==> src/rtl/eth_dma_wr_burst.sv <==
// Ethernet DMA write-burst engine: buffers a received 64-bit frame stream in a FIFO
// and writes it to memory as Avalon-MM bursts starting at a programmed base address.
//
// state | meaning
// IDLE  | waiting for cfg_start
// FILL  | accepting stream words, deciding when the next burst can go
// BURST | issuing beats of one burst from the FIFO head
// DONE  | one-cycle completion: done_pulse, done_words captured
module eth_dma_wr_burst #(
  parameter int pDATA_WIDTH = 64,
  parameter int pADDR_WIDTH = 32,
  parameter int pBURST_MAX  = 16,
  parameter int pFIFO_DEPTH = 64
) (
  input  logic                   avl_clock,
  input  logic                   avl_rst,
  input  logic [pADDR_WIDTH-1:0] cfg_base_addr,
  input  logic                   cfg_start,
  output logic                   busy,
  output logic                   done_pulse,
  output logic [15:0]            done_words,
  input  logic                   s_st_valid,
  output logic                   s_st_ready,
  input  logic [pDATA_WIDTH-1:0] s_st_data,
  input  logic                   s_st_last,
  output logic [pADDR_WIDTH-1:0] m_dma_avl_addr,
  output logic                   m_dma_avl_wrena,
  output logic [pDATA_WIDTH-1:0] m_dma_avl_wrdata,
  output logic [7:0]             m_dma_avl_burst_cnt,
  input  logic                   m_dma_avl_wrq
);

  localparam int PTR_W = $clog2(pFIFO_DEPTH);
  localparam int LVL_W = PTR_W + 1;

  localparam logic [1:0] ST_IDLE  = 2'd0;
  localparam logic [1:0] ST_FILL  = 2'd1;
  localparam logic [1:0] ST_BURST = 2'd2;
  localparam logic [1:0] ST_DONE  = 2'd3;

  localparam logic [LVL_W-1:0] LVL_FULL  = LVL_W'(pFIFO_DEPTH);
  localparam logic [LVL_W-1:0] LVL_BURST = LVL_W'(pBURST_MAX);
  localparam logic [LVL_W-1:0] LVL_ZERO  = '0;
  localparam logic [7:0]       CNT_BURST = 8'(pBURST_MAX);

  logic [1:0]             state_q, state_d;
  logic [pADDR_WIDTH-1:0] cur_addr_q, cur_addr_d;
  logic [15:0]            word_cnt_q, word_cnt_d;
  logic                   eop_q, eop_d;
  logic                   busy_q, busy_d;
  logic                   done_pulse_q, done_pulse_d;
  logic [15:0]            done_words_q, done_words_d;
  logic [7:0]             burst_cnt_q, burst_cnt_d;
  logic [7:0]             beat_cnt_q, beat_cnt_d;
  logic                   wrena_q, wrena_d;
  logic [PTR_W-1:0]       wr_ptr_q, wr_ptr_d;
  logic [PTR_W-1:0]       rd_ptr_q, rd_ptr_d;
  logic [LVL_W-1:0]       level_q, level_d;
  logic [pDATA_WIDTH-1:0] fifo_mem_q [pFIFO_DEPTH];

  logic push;
  logic pop;
  logic unused_base_bits;

  // The low address bits are forced to zero: bursts are always word aligned.
  assign unused_base_bits = ^cfg_base_addr[2:0];

  assign s_st_ready = ((state_q == ST_FILL) || (state_q == ST_BURST)) && !eop_q
                      && (level_q < LVL_FULL);
  assign push = s_st_valid && s_st_ready;
  assign pop  = (state_q == ST_BURST) && wrena_q && !m_dma_avl_wrq;

  always_comb begin
    state_d      = state_q;
    cur_addr_d   = cur_addr_q;
    word_cnt_d   = word_cnt_q;
    eop_d        = eop_q;
    busy_d       = busy_q;
    done_pulse_d = 1'b0;
    done_words_d = done_words_q;
    burst_cnt_d  = burst_cnt_q;
    beat_cnt_d   = beat_cnt_q;
    wrena_d      = wrena_q;
    wr_ptr_d     = wr_ptr_q;
    rd_ptr_d     = rd_ptr_q;
    level_d      = level_q + {{(LVL_W-1){1'b0}}, push} - {{(LVL_W-1){1'b0}}, pop};

    if (push) begin
      wr_ptr_d = wr_ptr_q + PTR_W'(1);
      if (word_cnt_q != 16'hFFFF) begin
        word_cnt_d = word_cnt_q + 16'd1;
      end
      if (s_st_last) begin
        eop_d = 1'b1;
      end
    end
    if (pop) begin
      rd_ptr_d = rd_ptr_q + PTR_W'(1);
    end

    case (state_q)
      ST_IDLE: begin
        if (cfg_start) begin
          cur_addr_d = {cfg_base_addr[pADDR_WIDTH-1:3], 3'b000};
          word_cnt_d = 16'd0;
          eop_d      = 1'b0;
          busy_d     = 1'b1;
          state_d    = ST_FILL;
        end
      end
      ST_FILL: begin
        if (level_q >= LVL_BURST) begin
          burst_cnt_d = CNT_BURST;
          beat_cnt_d  = 8'd0;
          wrena_d     = 1'b1;
          state_d     = ST_BURST;
        end else if (eop_q && (level_q != LVL_ZERO)) begin
          // Tail of the frame: level is below the burst size here, so it fits 8 bits.
          burst_cnt_d = 8'(level_q);
          beat_cnt_d  = 8'd0;
          wrena_d     = 1'b1;
          state_d     = ST_BURST;
        end else if (eop_q) begin
          done_pulse_d = 1'b1;
          done_words_d = word_cnt_q;
          busy_d       = 1'b0;
          state_d      = ST_DONE;
        end
      end
      ST_BURST: begin
        if (pop) begin
          beat_cnt_d = beat_cnt_q + 8'd1;
          if (beat_cnt_q == (burst_cnt_q - 8'd1)) begin
            wrena_d    = 1'b0;
            cur_addr_d = cur_addr_q + pADDR_WIDTH'({burst_cnt_q, 3'b000});
            state_d    = ST_FILL;
          end
        end
      end
      ST_DONE: begin
        state_d = ST_IDLE;
      end
      default: begin
        state_d = ST_IDLE;
      end
    endcase
  end

  always_ff @(posedge avl_clock or posedge avl_rst) begin
    if (avl_rst) begin
      state_q      <= ST_IDLE;
      cur_addr_q   <= '0;
      word_cnt_q   <= '0;
      eop_q        <= 1'b0;
      busy_q       <= 1'b0;
      done_pulse_q <= 1'b0;
      done_words_q <= '0;
      burst_cnt_q  <= '0;
      beat_cnt_q   <= '0;
      wrena_q      <= 1'b0;
      wr_ptr_q     <= '0;
      rd_ptr_q     <= '0;
      level_q      <= '0;
    end else begin
      state_q      <= state_d;
      cur_addr_q   <= cur_addr_d;
      word_cnt_q   <= word_cnt_d;
      eop_q        <= eop_d;
      busy_q       <= busy_d;
      done_pulse_q <= done_pulse_d;
      done_words_q <= done_words_d;
      burst_cnt_q  <= burst_cnt_d;
      beat_cnt_q   <= beat_cnt_d;
      wrena_q      <= wrena_d;
      wr_ptr_q     <= wr_ptr_d;
      rd_ptr_q     <= rd_ptr_d;
      level_q      <= level_d;
    end
  end

  // Storage needs no reset; the pointers and level define what is valid.
  always_ff @(posedge avl_clock) begin
    if (push) begin
      fifo_mem_q[wr_ptr_q] <= s_st_data;
    end
  end

  assign busy                = busy_q;
  assign done_pulse          = done_pulse_q;
  assign done_words          = done_words_q;
  assign m_dma_avl_addr      = cur_addr_q;
  assign m_dma_avl_wrena     = wrena_q;
  assign m_dma_avl_burst_cnt = burst_cnt_q;
  assign m_dma_avl_wrdata    = wrena_q ? fifo_mem_q[rd_ptr_q] : '0;

endmodule
==> config.mk <==
export PLATFORM = sky130hd
export DESIGN_NAME = eth_dma_wr_burst
export DESIGN_NICKNAME = d
export VERILOG_FILES = /design/src/rtl/eth_dma_wr_burst.sv
export SDC_FILE = /design/constraint.sdc
export NUM_CORES = 2
export LEC_CHECK = 0
export BUFFER_PORTS_ARGS = -buffer_cell sky130_fd_sc_hd__buf_2
export CORE_ASPECT_RATIO = 1.4
export CORE_UTILIZATION = 45
export CTS_CLUSTER_SIZE = 40
export DETAILED_ROUTE_END_ITERATION = 8
export PLACE_DENSITY_LB_ADDON = 0.15
export SYNTH_ARGS = -nofsm -noshare
export SYNTH_HDL_FRONTEND = slang
export SYNTH_SLANG_ARGS = --single-unit
==> constraint.sdc <==
create_clock -name avl_clock -period 10.6 [get_ports avl_clock]
set_clock_uncertainty 0.15 [all_clocks]
set_input_delay 0 -clock avl_clock [delete_from_list [all_inputs] [get_ports avl_clock]]
set_output_delay 0 -clock avl_clock [all_outputs]
set_load 0.01 [all_outputs]
==> flow_summary_export.csv <==
group,metric,value,unit
run_status,status,"completed",
flow_run,drv_cap,0,
clock_network,h-tree-depth,5,
setup_path,crit_fanout,29,
grt,first_global_vias,81100,
timing,min_period,5650,ps
timing,tightest_slew,1340,ps
setup_path,end_kind,"register",
layout,multi_input_area,36100,µm²
clock_network,path_clk_slew,60,ps
timing,setup-violations-final,0,
clock_network,tritoncts,"built",
grt,track_usage,24.6,%
timing,tns,0,ps
timing,period_share,53.3,%
setup_path,r2r_slack,4950,ps
clock_network,clock-sinks,4197,
logic_synthesis,synth_commonest_cells,"edfxtp_1 (4096), mux4_2 (1109), mux2i_1 (280), nor2_1 (222), buf_2 (198)",
logic_synthesis,netlist_instances,7245,
logic_synthesis,synth_top_cell_area_share,75.4,%
timing,rsz0062_at_grt,"no",
logic_synthesis,synth-edff-count,4096,
setup_path,crit_type,"register to register",
worst_hold_path,hold_path_class,"input pin to asynchronous set/reset pin",
layout,fillers,28200,
setup_path,crit_chain,"inv_1 -> ha_1 -> nor3b_1 -> and2_1 -> inv_1 -> nor2_1 -> nand2_1 -> nor2_4 -> buf_4 -> buf_4",
setup_path,worst-path-buf-inv,4,
timing,hold_viol_final,0,
setup_path,cp.arrival,6040,ps
clock_network,clockBufferDepth,4,
placement,place_congestion,0.787,
logic_synthesis,syn_avg_cell_area,22.5,µm²
timing,drv_slew,0,
timing,timing.fmax,177,MHz
die,start_util,45.2,%
setup_path,r2r-end,"fifo_mem_q[49][37]$_DFFE_PP_",
die,die-width,511,µm
layout,seqCellArea,126000,µm²
logic_synthesis,seq_area_frac_synth,76.9,%
pwr,power_leakage,58.1,nW
layout,drive_gt1_share,28.0,%
timing,slew_headroom,10.5,%
pwr,peakVddDrop,0.263,mV
clock_network,cts_made_buffers,404,
placement,place_hpwl,237000,µm
die,pin_count,226,
logic_synthesis,synth-main-ff-cell,"edfxtp_1",
die,dieArea,365000,µm²
route,drc,0,
setup_path,cpLargestDelayFamily,"simple AND/OR/NAND/NOR gates",
die,core_area,361000,µm²
clock_network,clock_latency,960,ps
logic_synthesis,synth.distinct_cells,73,
logic_synthesis,yosys_warnings,0,
logic_synthesis,synth_area_leaders,"edfxtp_1 (75%), mux4_2 (15%), mux2i_1 (1.7%)",
setup_path,slowest_stage,"nor2_4",
logic_synthesis,yosys.area.top_type,"edfxtp_1",
setup_path,rr_startpoint,"state_q[0]$_DFFE_PP0P_",
route,drt-initial-drc-count,8536,
layout,syn_to_final_growth,13.5,%
route,wl_per_cell,34.8,µm
logic_synthesis,syn-cell-area,163000,µm²
die,rows,261,
pwr,power.density,249,nW/µm²
grt,grt_pass1_wl,630000,µm
grt,gr-total-overflow,0,
logic_synthesis,yosysMostFrequentCell,"edfxtp_1",
setup_path,cp.depth,10,
route,via_per_inst,6.12,
route,route.vias.total,78900,
grt,grt_antenna_before_repair,40,
clock_network,post-cts-setup-buffers,0,
layout,nNetsFinal,7947,
pwr,finalPower,46.1,mW
clock_network,clk_root_buffer_cell,"clkbuf_16",
grt,grt_max_degree,135,
setup_path,cpPeakStageDelay,950,ps
setup_path,critPathLaunchType,"register",
layout,fin_util,51.3,%
route,wl,449000,µm
setup_path,r2r_cells,10,
route,firstDrtPassIters,6,
die,die_h,715,µm
setup_path,required,11000,ps
route,ant_nets,0,
logic_synthesis,synth-seq-cells,4197,
placement,portBuffers,218,
logic_synthesis,async_flop_share,2.41,%
worst max-delay path by stage:
stage	from	to	slack, ps
4_1_cts	rd_ptr_q[0]$_DFFE_PP0P_	m_dma_avl_wrdata[6]	4740
6_report	state_q[0]$_DFFE_PP0P_	fifo_mem_q[49][37]$_DFFE_PP_	4950
2_1_floorplan	state_q[0]$_DFFE_PP0P_	fifo_mem_q[59][0]$_DFFE_PP_	5340
5_1_grt	state_q[0]$_DFFE_PP0P_	fifo_mem_q[49][37]$_DFFE_PP_	4690
3_3_place_gp	state_q[0]$_DFFE_PP0P_	fifo_mem_q[49][45]$_DFFE_PP_	4960
3_5_place_dp	state_q[0]$_DFFE_PP0P_	fifo_mem_q[49][45]$_DFFE_PP_	4840
worst reg2reg max path, stage by stage, from the launching register on:
cell	delay (ps)
dfrtp_1	400
inv_1	100
ha_1	290
nor3b_1	360
and2_1	330
inv_1	190
nor2_1	470
nand2_1	650
nor2_4	960
buf_4	730
buf_4	650
final cells by class:
class                   instances  share of cell area, %
multi-input cells            2587                   19.5
repair buffers                561                   2.38
well taps                    4734                   3.20
flip-flops and latches       4197                   67.8
clock buffers                 485                   5.70
inverters                      65                  0.134
diodes                         11                 0.0149
clock inverters               252                   1.34
registers in the layout, summed over array words and instances, names as in the netlist:
register             count
fifo_mem_q            4096
m_dma_avl_addr          29
done_words              16
word_cnt_q              16
beat_cnt_q               8
level_q                  7
m_dma_avl_burst_cnt      7
rd_ptr_q                 6
wr_ptr_q                 6
state_q                  2
busy                     1
done_pulse               1
eop_q                    1
m_dma_avl_wrena          1
timing repair:
| item | 4_1_cts | 5_1_grt |
|---|---|---|
| hold buffers | 146 | 0 |
| endpoints found under the hold margin | 4271 | 0 |
| gates resized for setup | 0 | 0 |
report_power, final:
part,internal [mW],switching (mW)
Combinational,5.72,7.22
Clock,8.16,6.26
Sequential,18.5,0.333
Total,32.3,13.8
metrics by stage:
step / instances / setup slack (ps) / area, µm² / hold slack, ps
2_1_floorplan: 7248 / 5340 / 163000 / -51.1
3_3_place_gp: 12000 / 4960 / 171000 / -79.4
3_5_place_dp: 12000 / 4840 / 171000 / -62.8
4_1_cts: 12900 / 4740 / 185000 / 7.32
5_1_grt: 12900 / 4690 / 185000 / 80.2
6_report: 12900 / 4950 / 185000 / 79.3
placed cells by master (no fill, tap or decap), types with 27 or more instances in the layout:
cell type	instances
clkinv_2	77
bufinv_16	43
dfrtp_1	95
a21oi_1	46
mux2i_1	280
o211ai_1	34
inv_1	61
clkinv_1	93
nor2_4	64
a211oi_1	111
o22ai_1	40
dlygate4sd3_1	146
a22oi_1	32
clkbuf_1	74
a32oi_1	27
mux4_2	1109
buf_2	218
mux2_2	79
nand2_1	88
o21ai_0	90
nor2_1	156
nor2b_1	54
edfxtp_1	4096
buf_12	30
buf_4	167
nand4_1	47
clkbuf_16	411
xnor2_1	27
routing by layer:
metal,wire length (µm),GRT usage (%),vias up
li1,-,-,31900
met1,177000,32.6,43500
met5,106,0,-
met3,28300,3.56,588
met2,230000,42.3,2873
met4,12800,7.00,16
kinds of logic after synthesis:
group	after synthesis	synth area share, %
xor+xnor	36	0.193
mux	1470	17.6
fa+ha+maj	29	0.232
compound gates	508	2.18
buf+inv	464	1.29
simple gates	540	1.60
flops	4197	76.9
other cells	1	0.00230
No activity file was read; power rests on OpenSTA's default activity.
